## src/rtl/mdu_hilo_pkg.sv

```systemverilog
// mdu_hilo_pkg: shared op encodings and state types for the HI/LO
// multiply/divide unit and its iterative divider.
package mdu_hilo_pkg;

  // Op codes presented on op_i (zero-extended/truncated to OPW at use).
  typedef enum logic [2:0] {
    OP_NOP   = 3'd0,
    OP_MULT  = 3'd1,
    OP_MULTU = 3'd2,
    OP_DIV   = 3'd3,
    OP_DIVU  = 3'd4,
    OP_MTHI  = 3'd5,
    OP_MTLO  = 3'd6,
    OP_RSVD  = 3'd7
  } mdu_op_e;

  // Top-level sequencing: idle, multiply in flight, divide in flight.
  typedef enum logic [1:0] {
    ST_IDLE,
    ST_MUL,
    ST_DIV
  } mdu_st_e;

  // Divider phases. The pre-step (magnitude and sign capture) is done on
  // the accepting edge, so the divider goes straight from idle to iterate.
  typedef enum logic [1:0] {
    DV_IDLE,
    DV_ITER,
    DV_FIX
  } div_st_e;

endpackage

```

## src/rtl/mdu_div.sv

```systemverilog
// mdu_div: radix-2 restoring divider, one quotient bit per cycle.
// Ports:
//   clk_i, rst_i     clock, synchronous active-high reset
//   go_i             start a division (operands sampled this edge)
//   sgn_i            1 = signed (DIV), 0 = unsigned (DIVU)
//   a_i, b_i         dividend, divisor
//   abort_i          drop the division in flight
//   q_o, r_o         sign-corrected quotient / remainder (valid with valid_o)
//   valid_o          high for the single fix-up cycle holding the result
// Timing: go at edge k -> iterate k+1..k+WIDTH -> valid_o in cycle k+WIDTH+1.
module mdu_div
  import mdu_hilo_pkg::*;
#(
  parameter int WIDTH = 32
) (
  input  logic             clk_i,
  input  logic             rst_i,
  input  logic             go_i,
  input  logic             sgn_i,
  input  logic [WIDTH-1:0] a_i,
  input  logic [WIDTH-1:0] b_i,
  input  logic             abort_i,
  output logic [WIDTH-1:0] q_o,
  output logic [WIDTH-1:0] r_o,
  output logic             valid_o
);

  localparam int CW = $clog2(WIDTH + 1);

  div_st_e          st_q;
  logic [CW-1:0]    cnt_q;
  logic [WIDTH-1:0] quo_q, rem_q, bmag_q;
  logic             a_neg_q, q_neg_q, dz_q;

  logic             a_neg, b_neg, take;
  logic [WIDTH-1:0] a_mag, b_mag;
  logic [WIDTH:0]   rem_sh, diff;

  always_comb begin
    a_neg  = sgn_i & a_i[WIDTH-1];
    b_neg  = sgn_i & b_i[WIDTH-1];
    a_mag  = a_neg ? -a_i : a_i;
    b_mag  = b_neg ? -b_i : b_i;
    // Shift the next dividend bit into the partial remainder and trial-subtract.
    rem_sh = {rem_q, quo_q[WIDTH-1]};
    diff   = rem_sh - {1'b0, bmag_q};
    take   = ~diff[WIDTH];
  end

  always_ff @(posedge clk_i) begin
    if (rst_i) begin
      st_q    <= DV_IDLE;
      cnt_q   <= '0;
      quo_q   <= '0;
      rem_q   <= '0;
      bmag_q  <= '0;
      a_neg_q <= 1'b0;
      q_neg_q <= 1'b0;
      dz_q    <= 1'b0;
    end else if (abort_i) begin
      st_q  <= DV_IDLE;
      cnt_q <= '0;
    end else begin
      case (st_q)
        DV_IDLE: if (go_i) begin
          st_q    <= DV_ITER;
          cnt_q   <= '0;
          quo_q   <= a_mag;
          rem_q   <= '0;
          bmag_q  <= b_mag;
          a_neg_q <= a_neg;
          q_neg_q <= a_neg ^ b_neg;
          dz_q    <= (b_i == '0);
        end
        DV_ITER: begin
          rem_q <= take ? diff[WIDTH-1:0] : rem_sh[WIDTH-1:0];
          quo_q <= {quo_q[WIDTH-2:0], take};
          if (cnt_q == CW'(WIDTH - 1)) begin
            st_q  <= DV_FIX;
            cnt_q <= '0;
          end else begin
            cnt_q <= cnt_q + 1'b1;
          end
        end
        DV_FIX:  st_q <= DV_IDLE;
        default: st_q <= DV_IDLE;
      endcase
    end
  end

  // Divide by zero: the raw iteration already leaves |A| in the remainder,
  // which the dividend-sign fix turns back into A; only the quotient is forced.
  // MIN / -1 falls out naturally: |MIN| = MIN, and negating MIN wraps to MIN.
  always_comb begin
    valid_o = (st_q == DV_FIX);
    q_o     = dz_q ? '1 : (q_neg_q ? -quo_q : quo_q);
    r_o     = a_neg_q ? -rem_q : rem_q;
  end

endmodule

```

## src/rtl/mdu_hilo.sv

```systemverilog
// mdu_hilo: multiply/divide unit owning the HI/LO registers.
// Ports:
//   clk_i, rst_i   clock, synchronous active-high reset
//   start_i, op_i  op strobe and code (accepted only when idle and no cancel)
//   rs_val_i       operand A / dividend / MTHI-MTLO data
//   rt_val_i       operand B / divisor
//   cancel_i       abort in-flight MULT/DIV; also blocks a same-cycle start
//   busy_o         MULT/DIV in flight
//   done_o         1-cycle pulse after HI/LO written by MULT/DIV
//   hi_o, lo_o     HI and LO registers
module mdu_hilo
  import mdu_hilo_pkg::*;
#(
  parameter int WIDTH    = 32,
  parameter int MULT_LAT = 5,
  parameter int OPW      = 3
) (
  input  logic             clk_i,
  input  logic             rst_i,
  input  logic             start_i,
  input  logic [OPW-1:0]   op_i,
  input  logic [WIDTH-1:0] rs_val_i,
  input  logic [WIDTH-1:0] rt_val_i,
  input  logic             cancel_i,
  output logic             busy_o,
  output logic             done_o,
  output logic [WIDTH-1:0] hi_o,
  output logic [WIDTH-1:0] lo_o
);

  mdu_st_e          st_q;
  logic             busy_q, done_q;
  logic [WIDTH-1:0] hi_q, lo_q;

  logic acc, is_mul, is_div, mul_sgn, div_sgn, acc_mul, div_go, abort, mul_fin;
  logic [2*WIDTH-1:0] a_ext, b_ext, prod_d, mul_res;
  logic [WIDTH-1:0]   div_q, div_r;
  logic               div_valid;

  always_comb begin
    acc     = start_i & ~busy_q & ~cancel_i;
    mul_sgn = (op_i == OPW'(OP_MULT));
    div_sgn = (op_i == OPW'(OP_DIV));
    is_mul  = mul_sgn | (op_i == OPW'(OP_MULTU));
    is_div  = div_sgn | (op_i == OPW'(OP_DIVU));
    acc_mul = acc & is_mul;
    div_go  = acc & is_div;
    abort   = cancel_i & busy_q;
    // Sign/zero-extend to 2*WIDTH so one unsigned multiply serves both modes.
    a_ext   = mul_sgn ? {{WIDTH{rs_val_i[WIDTH-1]}}, rs_val_i} : {{WIDTH{1'b0}}, rs_val_i};
    b_ext   = mul_sgn ? {{WIDTH{rt_val_i[WIDTH-1]}}, rt_val_i} : {{WIDTH{1'b0}}, rt_val_i};
    prod_d  = a_ext * b_ext;
  end

  // Product register plus valid chain. HI/LO are written on the edge where the
  // token reaches the last stage, so done shows in cycle k+MULT_LAT.
  generate
    if (MULT_LAT == 1) begin : g_lat1
      assign mul_fin = acc_mul;
      assign mul_res = prod_d;
    end else begin : g_latn
      logic [MULT_LAT-2:0] vld_pipe_q;
      logic [2*WIDTH-1:0]  prod_q;
      always_ff @(posedge clk_i) begin
        if (rst_i || abort) vld_pipe_q <= '0;
        else                vld_pipe_q <= (vld_pipe_q << 1) | (MULT_LAT-1)'(acc_mul);
        if (rst_i)          prod_q <= '0;
        else if (acc_mul)   prod_q <= prod_d;
      end
      assign mul_fin = vld_pipe_q[MULT_LAT-2];
      assign mul_res = prod_q;
    end
  endgenerate

  mdu_div #(.WIDTH(WIDTH)) u_div (
    .clk_i   (clk_i),
    .rst_i   (rst_i),
    .go_i    (div_go),
    .sgn_i   (div_sgn),
    .a_i     (rs_val_i),
    .b_i     (rt_val_i),
    .abort_i (abort),
    .q_o     (div_q),
    .r_o     (div_r),
    .valid_o (div_valid)
  );

  always_ff @(posedge clk_i) begin
    if (rst_i) begin
      st_q   <= ST_IDLE;
      busy_q <= 1'b0;
      done_q <= 1'b0;
      hi_q   <= '0;
      lo_q   <= '0;
    end else begin
      done_q <= 1'b0;
      case (st_q)
        ST_IDLE: if (acc) begin
          if (op_i == OPW'(OP_MTHI)) hi_q <= rs_val_i;
          if (op_i == OPW'(OP_MTLO)) lo_q <= rs_val_i;
          if (is_mul) begin
            if (mul_fin) begin
              {hi_q, lo_q} <= mul_res;
              done_q       <= 1'b1;
            end else begin
              st_q   <= ST_MUL;
              busy_q <= 1'b1;
            end
          end
          if (is_div) begin
            st_q   <= ST_DIV;
            busy_q <= 1'b1;
          end
        end
        ST_MUL: if (cancel_i) begin
          st_q   <= ST_IDLE;
          busy_q <= 1'b0;
        end else if (mul_fin) begin
          {hi_q, lo_q} <= mul_res;
          done_q       <= 1'b1;
          st_q         <= ST_IDLE;
          busy_q       <= 1'b0;
        end
        ST_DIV: if (cancel_i) begin
          st_q   <= ST_IDLE;
          busy_q <= 1'b0;
        end else if (div_valid) begin
          hi_q   <= div_r;
          lo_q   <= div_q;
          done_q <= 1'b1;
          st_q   <= ST_IDLE;
          busy_q <= 1'b0;
        end
        default: begin
          st_q   <= ST_IDLE;
          busy_q <= 1'b0;
        end
      endcase
    end
  end

  assign busy_o = busy_q;
  assign done_o = done_q;
  assign hi_o   = hi_q;
  assign lo_o   = lo_q;

endmodule
```

## config.mk

```make
export PLATFORM = sky130hd
export DESIGN_NAME = mdu_hilo
export DESIGN_NICKNAME = d
export VERILOG_FILES = /design/src/rtl/mdu_hilo_pkg.sv /design/src/rtl/mdu_div.sv /design/src/rtl/mdu_hilo.sv
export SDC_FILE = /design/constraint.sdc
export NUM_CORES = 2
export LEC_CHECK = 0
export BUFFER_PORTS_ARGS = -buffer_cell sky130_fd_sc_hd__buf_2
export CAP_MARGIN = 15
export CORE_MARGIN = 2
export CORE_UTILIZATION = 65
export CTS_CLUSTER_DIAMETER = 80
export DETAILED_ROUTE_END_ITERATION = 8
export PLACE_DENSITY = 0.87
export RECOVER_POWER = 100
export SYNTH_ARGS = -nofsm -noshare
export SYNTH_HDL_FRONTEND = slang
export SYNTH_SLANG_ARGS = --single-unit
```

## constraint.sdc

```tcl
create_clock -name clk_i -period 13.35 [get_ports clk_i]
set_input_delay 3.3375 -clock clk_i [delete_from_list [all_inputs] [get_ports clk_i]]
set_output_delay 3.3375 -clock clk_i [all_outputs]
set_load 0.02 [all_outputs]
```

==> metrics.md <==
| Metric | Value |
|---|---|
| Status | `complete, but fails checks` |
| Failing checks | `design-rule violations, max-capacitance violations, max-slew violations` |
| Final worst path period need | `12.66 ns` |
| CP most frequent cell | `fa_1` |
| Critical Path AT | `13.07 ns` |
| Cts hold-fix bufs | `0` |
| Syn_area_per_cell | `8.71 um2` |
| Distinct cell type count of the synthesized netlist | `72` |
| Largest net degree at the start of global routing | `99` |
| CTS resizes | `0` |
| Post-Syn Area | `62,600 um2` |
| Crit Path Class | `in -> reg` |
| Synth top cells by count | `inv_1, fa_1, nand2_1, and2_1, clkbuf_1` |
| Final layout net count | `8,880` |
| Post-Syn Instances | `7,179` |
| Slowest CP cell | `fa_1` |
| Gr ovfl total | `0` |
| Largest delay contributor family on the critical path | `adder cells` |
| Core Area | `95,200 um2` |
| Routed Antenna Nets | `0` |
| F_max | `0.0790 GHz` |
| 1st-pass router iterations | `9` |
| Most numerous cell in the Yosys netlist | `inv_1` |
| Root Driver | `clkbuf_16` |
| Clk Latency, worst-skew pair | `0.58 ns` |
| Layout Cells excl Fill | `8,329` |
| Die area | `98,700 um2` |
| Clk sinks | `243` |
| Gpl congestion | `1.06` |
| Longest Clk Path Bufs | `3` |
| Synth top area share | `0.455` |
| DIE HEIGHT | `314 um` |
| Area leader, netlist | `fa_1` |
| Dpl cells | `8,271` |
| Startpoint class of the critical path | `primary input` |
| Placed Area | `64,200 um2` |
| Hold WC Path Type | `reg -> reg` |
| Sum of negative setup slack | `0 ns` |
| Required arrival time at the worst endpoint | `13.76 ns` |
| Unrepaired setup endpoints after global routing | `no` |
| Fin. Hold Viols | `0` |
| CP max FO | `24` |
| DRT Wirelength | `199,000 um` |
| Worst path bufs/invs | `9` |
| DRC | `2` |
| Register area share after synthesis | `0.0778` |
| Tcrit/Tclk final | `0.948` |
| Endpoints failing setup | `0` |
| Synth warn | `0` |
| Synthesis-stage register bit count | `243` |
| Fin area | `64,900 um2` |
| Worst Skew | `0.0280 ns` |
| CTS tree | `yes` |
| Htree depth | `1` |
| Post-synth EDFFs | `0` |
| Num rows | `113` |
| Initial core utilization | `0.657` |
| Die W | `314 um` |
| Post-CTS Setup Inserts | `0` |
| Max Slew Vio Count | `189` |
| Dpl hpwl | `160,000 um` |
| DR vias | `51.3k` |
| Routed WL per cell | `23.9 um` |
| Reg2Reg Setup Slack | `8.97 ns` |
| Number of global-route vias before repair | `54.7k` |
| Area growth from synthesis to layout | `3.75%` |
| Ys flop type | `dfxtp_1` |
| Initial antenna violation count | `15` |
| CTS clk-pin slew, worst paths | `0.06 ns` |
| # port buffers | `136` |
| # fillers | `7,140` |
| Initial drt markers | `5,864` |
| Sequential cell area | `4860 um2` |
| Multi-input logic area | `50,200 um2` |
| Ys async rst share | `0` |
| Global-route wire length before repair | `309,000 um` |
| CTS buffer count | `25` |
| Max-cap violation count | `2` |
| Slowest Stage Delay on Critical Path | `0.72 ns` |
| GRT Util Overall | `0.413` |
| Rel. slew slack | `-2.07` |
| Syn_nets | `9,024` |
| Worst slew pin tran | `4.60 ns` |
| Drt via density | `6.16` |
| Io pins | `137` |
| CP Capture Type | `register` |
| Layout cells sized above 1 | `0.0371` |
| Top post-synthesis cells by area | `fa_1, inv_1, dfxtp_1` |
-- cell usage in the layout, fill, tap and decap left out, types with 19 or more instances in the layout --
cell type / instances
nor3_1: 36
nor2_1: 230
fa_1: 1422
ha_1: 352
nand3_1: 41
mux2i_1: 19
a221oi_1: 24
clkbuf_1: 80
xor2_1: 75
nand2_1: 1071
nand2b_1: 21
a21oi_1: 308
nand4_1: 37
xnor2_1: 179
buf_2: 67
o21bai_1: 19
and3_1: 41
o21ai_0: 152
a21o_1: 48
inv_1: 1575
or3_1: 27
dfxtp_1: 243
o211ai_1: 41
a211oi_1: 91
clkbuf_16: 25
and2_1: 415
o31ai_1: 35
buf_4: 117
a311oi_1: 30
a31oi_1: 23
-- flip-flops by register name (all words and copies together), names as in the netlist --
register	flops
done_o	1
lo_o	32
st_q	2
u_div.q_neg_q	1
g_latn.vld_pipe_q	4
u_div.dz_q	1
busy_o	1
u_div.cnt_q	6
u_div.st_q	2
hi_o	32
u_div.a_neg_q	1
g_latn.prod_q	64
u_div.rem_q	32
u_div.bmag_q	32
u_div.quo_q	32
-- worst reg2reg max path: cells and delay by family, from the launching register on --
kind / cells / cell delay (ns)
buf+inv: 4 / 0.78
simple gates: 2 / 0.71
fa+ha+maj: 2 / 0.44
compound gates: 8 / 1.84
flops: 1 / 0.43
-- area by class of cell --
class                           count  share of cell area
Sequential cell                   243              0.0750
Clock inverter                     10            0.000829
Inverter                         1575              0.0911
Tap cell                         1265              0.0244
Timing Repair Buffer              261              0.0239
Antenna cell                       10            0.000386
Multi-Input combinational cell   4929               0.773
Clock buffer                       36              0.0110
-- path summary, 6_finish.rpt --
| check | start | endpoint | cells after the start |
|---|---|---|---|
| max reg2reg | u_div.quo_q[31]$_SDFFE_PP0P_ | u_div.rem_q[1]$_SDFFE_PP0P_ | 16 |
| max | op_i[1] | g_latn.prod_q[63]$_SDFFE_PP0P_ | 34 |
| min reg2reg | g_latn.vld_pipe_q[1]$_SDFF_PP0_ | g_latn.vld_pipe_q[2]$_SDFF_PP0_ | 1 |
| min | g_latn.vld_pipe_q[1]$_SDFF_PP0_ | g_latn.vld_pipe_q[2]$_SDFF_PP0_ | 1 |
-- kinds of logic (layout without fill, tap and decap cells) --
family,after synthesis,in the layout,synth area share
simple gates,2005,2005,0.148
other cells,0,10,0
flops,243,243,0.0778
fa+ha+maj,1776,1776,0.526
buf+inv,2007,1882,0.121
compound gates,875,875,0.0893
xor+xnor,254,254,0.0356
mux,19,19,0.00304
-- per-stage QoR --
stage | utilization | worst slack (ns) | hold WS, ns
after global placement | 0.674 | 0.589 | 0.410
final | 0.682 | 0.690 | 0.434
after global routing | 0.682 | 0.293 | 0.459
after floorplan | - | 1.06 | 0.406
after detailed placement | 0.674 | 0.333 | 0.413
after CTS | 0.683 | 0.874 | 0.427
-- routing by layer --
metal,global-route usage,wire (um),up-vias
li1,-,-,21400
met3,0.127,28500,929
met5,0.0121,260,-
met1,0.517,68600,25600
met4,0.250,15000,14
met2,0.632,86900,3433
Power is not shown: default switching activity piles up to over one toggle a cycle in this logic, so the estimate is an artifact.
